## config.mk

```make
export PLATFORM = sky130hd
export DESIGN_NAME = obi_rr_arbiter_flat
export DESIGN_NICKNAME = d
export VERILOG_FILES = /design/src/rtl/soc_bus_pkg.sv /design/src/rtl/obi_rr_arbiter_if.sv /design/src/rtl/obi_id_fifo.sv /design/src/rtl/obi_rr_arbiter.sv /design/src/flat_wrapper.sv
export SDC_FILE = /design/constraint.sdc
export NUM_CORES = 1
export LEC_CHECK = 0
export ABC_AREA = 1
export CORE_AREA = 2 2 140 142
export CTS_CLUSTER_DIAMETER = 80
export DETAILED_ROUTE_END_ITERATION = 8
export DIE_AREA = 0 0 142 144
export GPL_TIMING_DRIVEN = 0
export PLACE_DENSITY = 0.54
export SYNTH_ARGS = -nofsm -noshare
export SYNTH_HDL_FRONTEND = slang
export SYNTH_SLANG_ARGS = --single-unit
```

## constraint.sdc

```tcl
create_clock -name clk_i -period 3.8 [get_ports clk_i]
set_clock_uncertainty 0.15 [all_clocks]
set_input_delay 0.76 -clock clk_i [delete_from_list [all_inputs] [get_ports clk_i]]
set_output_delay 0.76 -clock clk_i [all_outputs]
set_load 0.02 [all_outputs]
```

## src/rtl/soc_bus_pkg.sv

```systemverilog
// Shared constants and ID type for the SoC unified OBI bus.
// Holds master index assignments and the defaults used by obi_rr_arbiter.
package soc_bus_pkg;

    localparam int NUM_REQ_DEFAULT         = 3;
    localparam int MAX_OUTSTANDING_DEFAULT = 2;

    localparam int REQ_INSTR = 0;
    localparam int REQ_DATA  = 1;
    localparam int REQ_DMA   = 2;

    // A single master still needs a 1-bit ID so every vector stays legal.
    function automatic int id_width(input int n);
        return (n > 2) ? $clog2(n) : 1;
    endfunction

    typedef logic [id_width(NUM_REQ_DEFAULT)-1:0] obi_id_t;

endpackage

```

## src/rtl/obi_rr_arbiter_if.sv

```systemverilog
// Bundle of the upstream (per-master) and downstream OBI signals around the arbiter.
// The slave modport is the arbiter's view; the master modport is the surrounding bus.
interface obi_rr_arbiter_if #(
    parameter int NUM_REQ    = 3,
    parameter int ADDR_WIDTH = 32,
    parameter int DATA_WIDTH = 32
);
    logic [NUM_REQ-1:0]            m_req_i;
    logic [NUM_REQ-1:0]            m_gnt_o;
    logic [NUM_REQ*ADDR_WIDTH-1:0] m_addr_i;
    logic [NUM_REQ-1:0]            m_we_i;
    logic [NUM_REQ*4-1:0]          m_be_i;
    logic [NUM_REQ*DATA_WIDTH-1:0] m_wdata_i;
    logic [NUM_REQ-1:0]            m_rvalid_o;
    logic [DATA_WIDTH-1:0]         m_rdata_o;

    logic                          s_req_o;
    logic                          s_gnt_i;
    logic [ADDR_WIDTH-1:0]         s_addr_o;
    logic                          s_we_o;
    logic [3:0]                    s_be_o;
    logic [DATA_WIDTH-1:0]         s_wdata_o;
    logic                          s_rvalid_i;
    logic [DATA_WIDTH-1:0]         s_rdata_i;

    modport slave (
        input  m_req_i, m_addr_i, m_we_i, m_be_i, m_wdata_i, s_gnt_i, s_rvalid_i, s_rdata_i,
        output m_gnt_o, m_rvalid_o, m_rdata_o, s_req_o, s_addr_o, s_we_o, s_be_o, s_wdata_o
    );

    modport master (
        output m_req_i, m_addr_i, m_we_i, m_be_i, m_wdata_i, s_gnt_i, s_rvalid_i, s_rdata_i,
        input  m_gnt_o, m_rvalid_o, m_rdata_o, s_req_o, s_addr_o, s_we_o, s_be_o, s_wdata_o
    );

endinterface

```

## src/rtl/obi_id_fifo.sv

```systemverilog
// In-order FIFO of master IDs for outstanding OBI transactions.
// head_o is meaningful only while empty_o is low.
module obi_id_fifo #(
    parameter int DEPTH = 2,
    parameter int WIDTH = 2
) (
    input  logic             clk_i,
    input  logic             rst_i,
    input  logic             push_i,
    input  logic             pop_i,
    input  logic [WIDTH-1:0] data_i,
    output logic [WIDTH-1:0] head_o,
    output logic             full_o,
    output logic             empty_o
);
    localparam int PTR_W = (DEPTH > 1) ? $clog2(DEPTH) : 1;
    localparam int CNT_W = $clog2(DEPTH) + 1;
    localparam logic [PTR_W-1:0] LAST_PTR = PTR_W'(DEPTH - 1);
    localparam logic [CNT_W-1:0] FULL_CNT = CNT_W'(DEPTH);

    logic [WIDTH-1:0] r_mem [DEPTH];
    logic [PTR_W-1:0] r_wr_ptr;
    logic [PTR_W-1:0] r_rd_ptr;
    logic [CNT_W-1:0] r_count;

    function automatic logic [PTR_W-1:0] bump(input logic [PTR_W-1:0] p);
        return (p == LAST_PTR) ? '0 : p + 1'b1;
    endfunction

    // NOTE: storage is deliberately not reset; r_count alone decides which entries are live.
    always_ff @(posedge clk_i) begin
        if (push_i) begin
            r_mem[r_wr_ptr] <= data_i;
        end
    end

    // NOTE: all state uses non-blocking assignments so every register samples pre-edge values.
    always_ff @(posedge clk_i) begin
        if (rst_i) begin
            r_wr_ptr <= '0;
            r_rd_ptr <= '0;
            r_count  <= '0;
        end else begin
            if (push_i) r_wr_ptr <= bump(r_wr_ptr);
            if (pop_i)  r_rd_ptr <= bump(r_rd_ptr);
            case ({push_i, pop_i})
                2'b10:   r_count <= r_count + 1'b1;
                2'b01:   r_count <= r_count - 1'b1;
                default: r_count <= r_count;
            endcase
        end
    end

    assign head_o  = r_mem[r_rd_ptr];
    assign full_o  = (r_count == FULL_CNT);
    assign empty_o = (r_count == '0);

endmodule

```

## src/rtl/obi_rr_arbiter.sv

```systemverilog
// Round-robin arbiter sharing one OBI slave path among NUM_REQ masters.
// Stalled requests stay locked until granted; responses are routed back via an ID FIFO.
module obi_rr_arbiter
    import soc_bus_pkg::*;
#(
    parameter int NUM_REQ         = NUM_REQ_DEFAULT,
    parameter int ADDR_WIDTH      = 32,
    parameter int DATA_WIDTH      = 32,
    parameter int MAX_OUTSTANDING = MAX_OUTSTANDING_DEFAULT
) (
    input  logic             clk_i,
    input  logic             rst_i,
    obi_rr_arbiter_if.slave  bus,
    output logic             busy_o
);
    localparam int ID_W = id_width(NUM_REQ);
    typedef logic [ID_W-1:0] id_t;
    localparam id_t LAST_ID = id_t'(NUM_REQ - 1);

    logic [NUM_REQ-1:0][ADDR_WIDTH-1:0] w_addr_arr;
    logic [NUM_REQ-1:0][3:0]            w_be_arr;
    logic [NUM_REQ-1:0][DATA_WIDTH-1:0] w_wdata_arr;

    logic r_lock;
    id_t  r_lock_id;
    id_t  r_rr_ptr;
    id_t  w_rr_sel;
    id_t  w_sel;
    id_t  w_head;
    logic w_full;
    logic w_empty;
    logic w_s_req;
    logic w_hs;
    logic w_pop;

    assign w_addr_arr  = bus.m_addr_i;
    assign w_be_arr    = bus.m_be_i;
    assign w_wdata_arr = bus.m_wdata_i;

    // Walk offsets from the far end so the closest requester at/after the pointer wins.
    always_comb begin
        int j;
        j        = 0;
        w_rr_sel = r_rr_ptr;
        for (int i = NUM_REQ - 1; i >= 0; i--) begin
            j = int'(r_rr_ptr) + i;
            if (j >= NUM_REQ) j = j - NUM_REQ;
            if (bus.m_req_i[id_t'(j)]) w_rr_sel = id_t'(j);
        end
    end

    assign w_sel   = r_lock ? r_lock_id : w_rr_sel;
    assign w_s_req = bus.m_req_i[w_sel] && !w_full;
    assign w_hs    = w_s_req && bus.s_gnt_i;
    assign w_pop   = bus.s_rvalid_i && !w_empty;

    assign bus.s_req_o   = w_s_req;
    assign bus.s_addr_o  = w_addr_arr[w_sel];
    assign bus.s_wdata_o = w_wdata_arr[w_sel];
    assign bus.s_we_o    = w_s_req && bus.m_we_i[w_sel];
    assign bus.s_be_o    = w_s_req ? w_be_arr[w_sel] : 4'b0000;
    assign bus.m_rdata_o = bus.s_rdata_i;

    // NOTE: every output gets a default before the conditional bit, so no latch is inferred.
    always_comb begin
        bus.m_gnt_o           = '0;
        bus.m_gnt_o[w_sel]    = w_hs;
        bus.m_rvalid_o        = '0;
        bus.m_rvalid_o[w_head] = w_pop;
    end

    // A presented-but-stalled request pins the selection; any other outcome releases it.
    always_ff @(posedge clk_i) begin
        if (rst_i) begin
            r_lock    <= 1'b0;
            r_lock_id <= '0;
            r_rr_ptr  <= '0;
        end else begin
            r_lock <= w_s_req && !bus.s_gnt_i;
            if (w_s_req && !bus.s_gnt_i) r_lock_id <= w_sel;
            if (w_hs) r_rr_ptr <= (w_sel == LAST_ID) ? '0 : w_sel + 1'b1;
        end
    end

    obi_id_fifo #(
        .DEPTH (MAX_OUTSTANDING),
        .WIDTH (ID_W)
    ) u_id_fifo (
        .clk_i   (clk_i),
        .rst_i   (rst_i),
        .push_i  (w_hs),
        .pop_i   (w_pop),
        .data_i  (w_sel),
        .head_o  (w_head),
        .full_o  (w_full),
        .empty_o (w_empty)
    );

    assign busy_o = !w_empty || r_lock;

endmodule

```

## src/flat_wrapper.sv

```systemverilog
// flat-port wrapper written by rule: the top's interface ports become plain ports
module obi_rr_arbiter_flat import soc_bus_pkg::*;
#(
    parameter int NUM_REQ         = NUM_REQ_DEFAULT,
    parameter int ADDR_WIDTH      = 32,
    parameter int DATA_WIDTH      = 32,
    parameter int MAX_OUTSTANDING = MAX_OUTSTANDING_DEFAULT
)
  (clk_i, rst_i, busy_o, bus_m_req_i, bus_m_addr_i, bus_m_we_i, bus_m_be_i, bus_m_wdata_i, bus_s_gnt_i, bus_s_rvalid_i, bus_s_rdata_i, bus_m_gnt_o, bus_m_rvalid_o, bus_m_rdata_o, bus_s_req_o, bus_s_addr_o, bus_s_we_o, bus_s_be_o, bus_s_wdata_o);
  obi_rr_arbiter_if #(.NUM_REQ(NUM_REQ), .ADDR_WIDTH(ADDR_WIDTH), .DATA_WIDTH(DATA_WIDTH)) bus_i ();
  input  logic clk_i;
  input  logic rst_i;
  output logic busy_o;
  input wire logic [$bits(bus_i.m_req_i)-1:0] bus_m_req_i;
  input wire logic [$bits(bus_i.m_addr_i)-1:0] bus_m_addr_i;
  input wire logic [$bits(bus_i.m_we_i)-1:0] bus_m_we_i;
  input wire logic [$bits(bus_i.m_be_i)-1:0] bus_m_be_i;
  input wire logic [$bits(bus_i.m_wdata_i)-1:0] bus_m_wdata_i;
  input wire logic [$bits(bus_i.s_gnt_i)-1:0] bus_s_gnt_i;
  input wire logic [$bits(bus_i.s_rvalid_i)-1:0] bus_s_rvalid_i;
  input wire logic [$bits(bus_i.s_rdata_i)-1:0] bus_s_rdata_i;
  output wire logic [$bits(bus_i.m_gnt_o)-1:0] bus_m_gnt_o;
  output wire logic [$bits(bus_i.m_rvalid_o)-1:0] bus_m_rvalid_o;
  output wire logic [$bits(bus_i.m_rdata_o)-1:0] bus_m_rdata_o;
  output wire logic [$bits(bus_i.s_req_o)-1:0] bus_s_req_o;
  output wire logic [$bits(bus_i.s_addr_o)-1:0] bus_s_addr_o;
  output wire logic [$bits(bus_i.s_we_o)-1:0] bus_s_we_o;
  output wire logic [$bits(bus_i.s_be_o)-1:0] bus_s_be_o;
  output wire logic [$bits(bus_i.s_wdata_o)-1:0] bus_s_wdata_o;
  assign bus_i.m_req_i = bus_m_req_i;
  assign bus_i.m_addr_i = bus_m_addr_i;
  assign bus_i.m_we_i = bus_m_we_i;
  assign bus_i.m_be_i = bus_m_be_i;
  assign bus_i.m_wdata_i = bus_m_wdata_i;
  assign bus_i.s_gnt_i = bus_s_gnt_i;
  assign bus_i.s_rvalid_i = bus_s_rvalid_i;
  assign bus_i.s_rdata_i = bus_s_rdata_i;
  assign bus_m_gnt_o = bus_i.m_gnt_o;
  assign bus_m_rvalid_o = bus_i.m_rvalid_o;
  assign bus_m_rdata_o = bus_i.m_rdata_o;
  assign bus_s_req_o = bus_i.s_req_o;
  assign bus_s_addr_o = bus_i.s_addr_o;
  assign bus_s_we_o = bus_i.s_we_o;
  assign bus_s_be_o = bus_i.s_be_o;
  assign bus_s_wdata_o = bus_i.s_wdata_o;
  obi_rr_arbiter #(.NUM_REQ(NUM_REQ), .ADDR_WIDTH(ADDR_WIDTH), .DATA_WIDTH(DATA_WIDTH), .MAX_OUTSTANDING(MAX_OUTSTANDING)) u_core (.clk_i(clk_i), .rst_i(rst_i), .bus(bus_i), .busy_o(busy_o));
endmodule
```

---- After elaboration in Yosys (flattened, before gate mapping) ----
Memories as Yosys holds them, arrays and structs flattened. A register that Yosys moved wholly into a read port is not among the register bits.
Index checks and enable logic that the tools add are counted.
W data, S select, Z words.
word-level totals
  input bits .............................. 246
  register bits ........................... 9
  logic and storage cells ................. 82
  ROM bits ................................ 0
  bits in latches ......................... 0
  memories ................................ 1
  RAM bits ................................ 4
cells by class
  equal/unequal tests ..................... 4
  order comparisons ....................... 10
  shift operators ......................... 0
  reduce and logical (&&, ||, !) cells .... 13
  bitwise operators ....................... 2
  multiply operators ...................... 0
  div/mod/pow operators ................... 0
  $add $sub $neg .......................... 10
  multiplexer cells ....................... 36
memories
  memory                  depth  width  rd ports  clocked after Yosys merged registers in  write ports  RTL line           source
  u_core.u_id_fifo.r_mem  2      2      1         1                                        1            obi_id_fifo.sv:21  logic [WIDTH-1:0] r_mem [DEPTH];
operator list
  kind                   number
  $bmux W32 S2           2
  $mux W32               2
  $mux W2                8
  $lt A2 B3 Y1 const B   5
  $mux W1                13
  $bmux W1 S2            5
  $bmux W4 S2            1
  $mux W4                2
  $logic_and A1 B1 Y1    7
  $and A3 B3 Y3          2
  $eq A2 B2 Y1 const B   3
  $ge A3 B2 Y1 const B   2
  $sub A2 B1 Y2 const B  3
  $add A2 B1 Y2 const B  2
  $demux W1 S2           2
  $ge A2 B1 Y1 const B   2
  $pmux W2 S2            1
  $add A2 B1 Y3 const B  1
  $add A2 B2 Y3 const B  1
  $logic_not A1 Y1       3
  $add A1 B1 Y1 const B  2
  $eq A2 B1 Y1 const B   1
  $ge A2 B2 Y1 const B   1
  $logic_not A2 Y1       1
  3 further kinds        3

---- Longest topological paths before layout ----
  depth in word-level cells ............... 15
  depth in mapped cells ................... 21
  gate-level depth less buffers ........... 21

---- Modules after synthesis ----
From an unflattened synthesis, not the netlist that was laid out.
unflattened totals
  cell total of the unflattened synthesis .. 454
  area, all modules ....................... 2453.6 sq um
modules (own cells, without submodules)
  module          area an instance (sq um)  sequential area each (sq um)  cells each  instances
  obi_rr_arbiter  2085.8                    100.1                         415         1
  obi_id_fifo     367.9                     220.2                         39          1

---- Worst setup path after synthesis ----
No wires, ideal clock.
  path type ............................... input port to output port
  start ................................... input bus_m_req_i[1]
  end ..................................... output bus_m_gnt_o[2]
  arrival ................................. 2.246 ns
  setup slack ............................. 0.644 ns
  cell stages on the path ................. 15
  path through ............................ inv_1 -> nand2_1 -> nand3_1 -> nand2_1 -> inv_2 -> nand2_1 -> nand2_1 -> nand2_1 -> nand2_1 -> nand2_1 -> nand2_2 -> nand3_1 -> nand3_2 -> nand3_4 -> nor3_1
on the way
  cells in the longest elaborated chain, start to end .. 11
  elaborated cells on any way between the ends .. 20
  those cells by class .................... order compare: 2; mux: 14; bitwise: 1; reduce/logical: 3
RTL lines
  item                                                                         RTL line                                    source
  start: declaration                                                           flat_wrapper.sv:14                          input wire logic [$bits(bus_i.m_req_i)-1:0] bus_m_req_i;
  $bmux W1 S2                                                                  obi_rr_arbiter.sv:48                        if (bus.m_req_i[id_t'(j)]) w_rr_sel = id_t'(j);
  $mux W1 (implied by the code)                                                obi_rr_arbiter.sv:48
  $mux W2 (3 in a row)                                                         obi_rr_arbiter.sv:48
  $mux W2                                                                      obi_rr_arbiter.sv:52                        assign w_sel = r_lock ? r_lock_id : w_rr_sel;
  $lt A2 B3 Y1 (implied by the code) (tied with other cells)                   obi_rr_arbiter.sv:67                        bus.m_gnt_o[w_sel] = w_hs;
  $logic_and A1 B1 Y1 (implied by the code) / $mux W1 (equally long branches)  obi_rr_arbiter.sv:67, obi_rr_arbiter.sv:53
  $mux W1 (implied by the code) / $logic_and A1 B1 Y1 (equally long branches)  obi_rr_arbiter.sv:67, obi_rr_arbiter.sv:53
  $demux W1 S2 / $logic_and A1 B1 Y1 (equally long branches)                   -
  $and A3 B3 Y3 (no line) (*)                                                  -
  end: declaration                                                             flat_wrapper.sv:22                          output wire logic [$bits(bus_i.m_gnt_o)-1:0] bus_m_gnt_o;
Mark *: on every way between the ends. The rest lies on a longest branch, timed or not. The select of a mux whose other input is x is not followed.

---- Final worst setup path ----
  start ................................... input bus_m_req_i[2]
  end ..................................... output bus_s_be_o[3]
on the way
  cells in the longest elaborated chain, start to end .. 10
  elaborated cells on any way between the ends .. 16
  those cells by class .................... mux: 15; reduce/logical: 1
RTL lines
  item                           RTL line              source
  $bmux W1 S2                    obi_rr_arbiter.sv:48
  $mux W1 (implied by the code)  obi_rr_arbiter.sv:48
  $mux W2 (3 in a row)           obi_rr_arbiter.sv:48
  $mux W2                        obi_rr_arbiter.sv:52
  $bmux W1 S2                    obi_rr_arbiter.sv:53  assign w_s_req = bus.m_req_i[w_sel] && !w_full;
  $mux W1 (implied by the code)  obi_rr_arbiter.sv:53
  $logic_and A1 B1 Y1            obi_rr_arbiter.sv:53
  $mux W4 (*)                    obi_rr_arbiter.sv:61  assign bus.s_be_o = w_s_req ? w_be_arr[w_sel] : 4'b0000;
  end: declaration               flat_wrapper.sv:28    output wire logic [$bits(bus_i.s_be_o)-1:0] bus_s_be_o;
Marked as above.

==> impl_results.md <==
- Status: completed
- Num CTS Buffers: 3
- R2R Setup Slk: between 0.8 and 0.9 ns
- DPL Wire Length: about 13 mm
- DR iter-0 viols: between 150 and 200
- Top post-synthesis cells by area: nand2_1, nand3_1, buf_4
- Worst Setup SP: bus_m_req_i[2]
- Final worst slack: between 0.15 and 0.2 ns
- Layout area overhead: 144.4%
- Peak supply drop: 0.2733 mV
- Cell with the most instances after synthesis: nand2_1
- GRT Util Overall: 0.1391
- Count of antenna-violating nets left after detailed routing: 0
- Top FF cell, synth: dfxtp_1
- Worst hold path type: reg -> reg
- Tmin final: ~3.6 ns
- Post-synthesis area per instance: about 5.2 um2
- Final global-route overflow total: 0
- Setup-failing EPs final: 0
- Starting density of the core: 0.1292
- Chip width: between 100 and 150 um
- Slew @ Worst Pin: just over 0.3 ns
- Commonest cells in the netlist: nand2_1, nand3_1, buf_4
- Fmax achieved: 0.2771 GHz
- Ratio of cells with drive above 1 in the final layout: 0.1908
- CTS Buffer Depth: 2
- Initial antenna violation count: 1
- PortBufs: around 320
- Number of synthesized flops with an enable pin: 4
- Worst Reg-to-Reg Cells: 16
- Max cap viols: 0
- Largest net degree at the start of global routing: 11
- Syn Inst Count: approximately 470
- Most frequent CP cell: nand2_1
- CP required: between 2 and 3 ns
- Worst hold path depth: 1
- Fin util: 0.3158
- Vias in the first global route: roughly 3900
- Worst EP arrival: between 2 and 3 ns
- Critical-path top delay cell: clkdlybuf4s18_2
- Pre-antenna DRT Iters: 4
- Crit. End Element: output port
- Routed WL per cell: roughly 15 um
- Residual DRC: 0
- Clock Latency Late Sink: roughly 0.24 ns
- Hold slack final: 0.3044 ns
- # nets final: roughly 1100
- Leakage: 2.722 nW
- Cell area after synthesis: about 2500 um2
- Synth Register Bits: 14
- Final WL: 15.59 mm
- Clock transition at the registers of the reported paths: roughly 0.040 ns
- Dpl ws: -0.7937 ns
- Syn nets: between 700 and 800
- Setup crit end: bus_s_be_o[3]
- CTS tree: yes
- Core area: 19080 um2
- CP max stage delay: slightly above 0.3 ns
- Reg-to-reg critical path endpoint: u_core.u_id_fifo.r_count[1]
- Synth async-reset ratio: 0
- Row cnt: a little over 50
- Synth unique cells: 25
- CP Max Fanout: 6
- Die span in y: between 100 and 150 um
- DR vias: 4082
- Yosys warns: 0
- GP Congestion: roughly 0.80
- Pwr Density: about 900 nW/um2
- Crit-path cells: dlygate4sd2_1 > inv_1 > o21ai_2 > nand3_1 > nand2_1 > nand2_1 > nand2_1 > nand2_1 > nand2_1 > nand2_1 > nand2_2 > nand3_1 > nand3_2 > nand2_2 > a31oi_1 > clkdlybuf4s18_2
- Period utilisation layout: 0.9498
- Startpoint class of the critical path: input pin
- # H-tree levels: 1
- Top cell type's share of synthesized area: 0.3746
- RR Startpoint: u_core.r_rr_ptr[1]
- Slew margin rel.: 0.7966
- DIE AREA: 20450 um2
- Sequential fraction of the synthesis area: 0.1299
- Final Hold Viols: 0
- Clk sinks: 14
- Fin. max-slew vios: 0
- Crit Path Class: in -> out
- Via density: 3.921
- First-pass GRT wire length: around 22 mm
- Post-synth top area cell: nand2_1
- Unrepaired setup endpoints after global routing: yes
- Clock root buffer: clkbuf_16
- Top-Level Pins: ~360
-- layout make-up --
class | instances | area (um2)
Tap cell | 238 | 297.8
Timing Repair Buffer | 325 | 3042
Sequential cell | 14 | 321.6
Multi-Input combinational cell | 380 | 1718
Fill cell | 2124 | 13060
Buffer | 53 | 459.2
Inverter | 27 | 108.9
Clock buffer | 3 | 75.07
Antenna cell | 1 | 2.502
-- routing by layer --
layer,track usage,routed length [um],share of wire
met1,0.1732,6307,0.40
met2,0.2558,7941,0.51
met3,0.03477,1341,0.086
met4,0.003158,0,0
met5,0,0,0
-- state kept, by name (all words and copies together), names as in the netlist, named ones only --
name and flops:
u_core.u_id_fifo.r_count 2, u_core.u_id_fifo.r_mem 4, u_core.r_lock_id 2, u_core.r_rr_ptr 2
u_core.u_id_fifo.r_rd_ptr 1, u_core.u_id_fifo.r_wr_ptr 1, u_core.r_lock 1
-- cell usage in the layout (no fill, tap or decap), types with 2 or more instances in the layout --
master and instances:
a21oi_1 5, a31oi_1 5, buf_12 2, buf_2 24, buf_4 41, buf_6 10
buf_8 2, clkbuf_16 3, clkbuf_2 23, clkbuf_4 2, clkdlybuf4s15_1 5, clkdlybuf4s15_2 18
clkdlybuf4s50_1 246, dfxtp_1 9, dlygate4sd2_1 4, edfxtp_1 4, ha_1 3, inv_1 20
inv_2 5, nand2_1 243, nand2_2 5, nand2_4 2, nand3_1 75, nand3_2 4
nand4_1 4, nor2_1 16, nor2_4 2, nor3_1 2, o21ai_0 7
-- repair_timing --
action,in CTS,in global routing
endpoints found under the setup margin,73,73
buffers inserted,3,0
pin swaps,2,2
gates cloned,0,0
gates resized for setup,233,68
hold buffers,0,0
-- how the worst min path moves through the flow --
| stage | startpoint | to |
|---|---|---|
| 2_1_floorplan | u_core.u_id_fifo.r_rd_ptr | flop |
| 3_3_place_gp | u_core.u_id_fifo.r_rd_ptr | u_core.u_id_fifo.r_rd_ptr |
| 3_5_place_dp | u_core.u_id_fifo.r_rd_ptr | flop |
| 4_1_cts | u_core.u_id_fifo.r_rd_ptr | flop |
| 5_1_grt | u_core.u_id_fifo.r_rd_ptr | flop |
| 6_report | u_core.u_id_fifo.r_rd_ptr | flop |
-- metrics by stage --
stage / total power, mW / TNS (ns) / instances / cell area [um2]
finish: 5.360 / 0 / 1041 / 6025
floorplan: 2.964 / 0 / 474 / 2465
detailed placement: 5.519 / -44.16 / 1034 / 5986
global route: 5.835 / -0.08200 / 1040 / 6022
CTS: 5.583 / 0 / 1040 / 6135
global placement: 5.526 / -43.25 / 1034 / 5986
-- kinds of logic (layout without fill, tap and decap cells) --
family,Yosys count,count (layout),share of synthesized area
compound gates,19,19,0.04416
other cells,0,1,0
simple gates,356,356,0.6096
fa+ha+maj,4,4,0.02031
flops,14,14,0.1300
mux,1,1,0.004061
buf+inv,80,408,0.1919
-- worst max-delay path, delay by kind of cell --
kind	cells	cell delay [ns]
AOI/OAI and AO/OA	2	0.31
and+or+nand+nor	11	0.96
buffers and inverters	3	0.68
-- where the power goes --
group	switching [mW]	internal [mW]	total, mW
clock	0.0557	0.137	0.193
sequential	0.0292	0.215	0.244
combinational	3.07	1.85	4.92
total	3.16	2.20	5.36
Note: power is estimated with default switching activity, not from simulation.
==> variant, RTL diff (same settings) <==
Change the package constant `NUM_REQ_DEFAULT` from 3 to 5.
--- a/src/rtl/soc_bus_pkg.sv
+++ b/src/rtl/soc_bus_pkg.sv
@@ -3,5 +3,5 @@
 package soc_bus_pkg;
 
-    localparam int NUM_REQ_DEFAULT         = 3;
+    localparam int NUM_REQ_DEFAULT         = 5;
     localparam int MAX_OUTSTANDING_DEFAULT = 2;
 
Interface: changed (7 resized); port bits go from 355 to 499. No check against the original RTL was run, so the function may have changed too.
==> variant against the unedited design <==
- the run now ends with negative setup slack left
- setup slack worse by 1.1 ns
- sequential cell count up 4
- cell area up 110%
- critical path depth up 10
- routed wire length rose to 2.9 times the old value
- area after synthesis up 92%
Power is left out: the tool's default activity adds up to more than one toggle a clock period on the data nets, which glitch-free logic cannot reach.
==> variant: results <==
sta:
  fin_ws_ns: -0.902
  worst_pin_slew_ns: 0.456
  setup_tns_ns: -62.09
  hold_slack_ns: 0.299
  setup_viol: 80
placed_design:
  dp_hpwl_um: 36100
  pre_cts_ws_ns: -1.70
  portBuffers: 466
  gp_congestion: 1.02
  dpl-instance-area_mm2: 0.0102
  placed_cells: 1608
layout:
  flops_and_latches: 18
  top_regs: "u_core.u_id_fifo.r_mem: 6 flops, u_core.r_lock_id: 3 flops, u_core.r_rr_ptr: 3 flops"
  multi_input_area_mm2: 0.00508
  clkbuf_count: 4
  layout.nonclk_buf_share_pct: 51.3
  signal_buffers: 617
  multi_input_comb_cells: 748
  n_fill_cell: 1712
  drive_gt1_share_pct: 39.3
  inv_count: 52
  final_nets: 1838
  multi_input_area_share_pct: 40.1
  n_antenna_cell: 19
  clk_share_pct: 0.702
  sh_seq_area_pct: 3.39
worst_setup_path:
  cp_top_family: "simple AND/OR/NAND/NOR gates"
  crit_slowest_cell: "dfxtp_4"
  slowest_delay_ns: 0.35
  r2r_start: "u_core.r_rr_ptr[0]$_SDFFE_PP0P_"
  crit_type: "reg -> out"
  reg2reg_slack_ns: -0.38
  r2r_cells: 34
  crit_end: "bus_s_wdata_o[2]"
detailed_routing:
  post_drt_via_cell_ratio: 5.27
  vias: 8939
  drt_iter0_drc: 613
  routed_wl_um: 44500
  dr.pass1.iters: 5
global_route:
  grt_max_degree: 12
  antenna_found_initial: 31
  grt_pass1_wl_um: 57400
  grt_pass1_vias: 8305
  grt_usage_pct: 39.6
clock_network:
  cts_buffers: 3
  clk_latency_ns: 0.25
  htree_levels: 1
synthesis:
  yosys-top-cells-area: "nand2_1 25%, nand3_1 23%, a21oi_1 7.6%"
  synth_common_cells: "316 x nand2_1, 220 x nand3_1, 72 x a21oi_1"
  yosysUniqueCellTypes: 41
  synth_edf_count: 6
  async_reset_ff_share_pct: 0
  synth.yosys.seq_area_share_pct: 8.90
  yosysWarnings: 0
  synth_nets: 1302
  syn_avg_cell_area_um2: 5.23
outcome:
  violations: "negative setup slack"
  outcome: "finished with violations"
hold_path:
  min-delay-start: "u_core.u_id_fifo.r_rd_ptr$_SDFFE_PP0P_"
  hp-class: "reg -> reg"
## variant: cell types whose count changed after synthesis, sizes merged, moves of 4 or more
cell,unedited run,this run
nand4,4,10
or2,0,6
buf,53,80
ha,4,11
o211ai,0,4
a21oi,5,72
o21ai,8,31
nor2,19,43
clkbuf,0,6
inv,27,52
a31oi,5,0
nand2,250,329
o22ai,0,4
nand3,80,225
## variant: repair_timing
item	CTS	global route
pin swaps	42	95
endpoints found under the setup margin	83	90
buffers inserted	30	28
cloned	8	8
resized for setup	644	257
## variant: cells by family after synthesis
logic type               after synthesis  synth area share (%)
adder cells (fa/ha/maj)               12                  3.34
AND/OR/NAND/NOR                      617                  58.4
AO/OA/AOI/OAI                        116                  13.6
flip-flops                            18                  8.90
buffers and inverters                138                  15.2
XOR/XNOR                               1                 0.185
multiplexers                           2                 0.424
## variant: metal layers
layer,GRT usage [%],vias up,routed length [um]
met5,0,-,152
met4,19.2,24,2230
met3,18.4,122,5660
met2,63.3,538,20600
met1,44.6,4162,15800
li1,-,4093,-
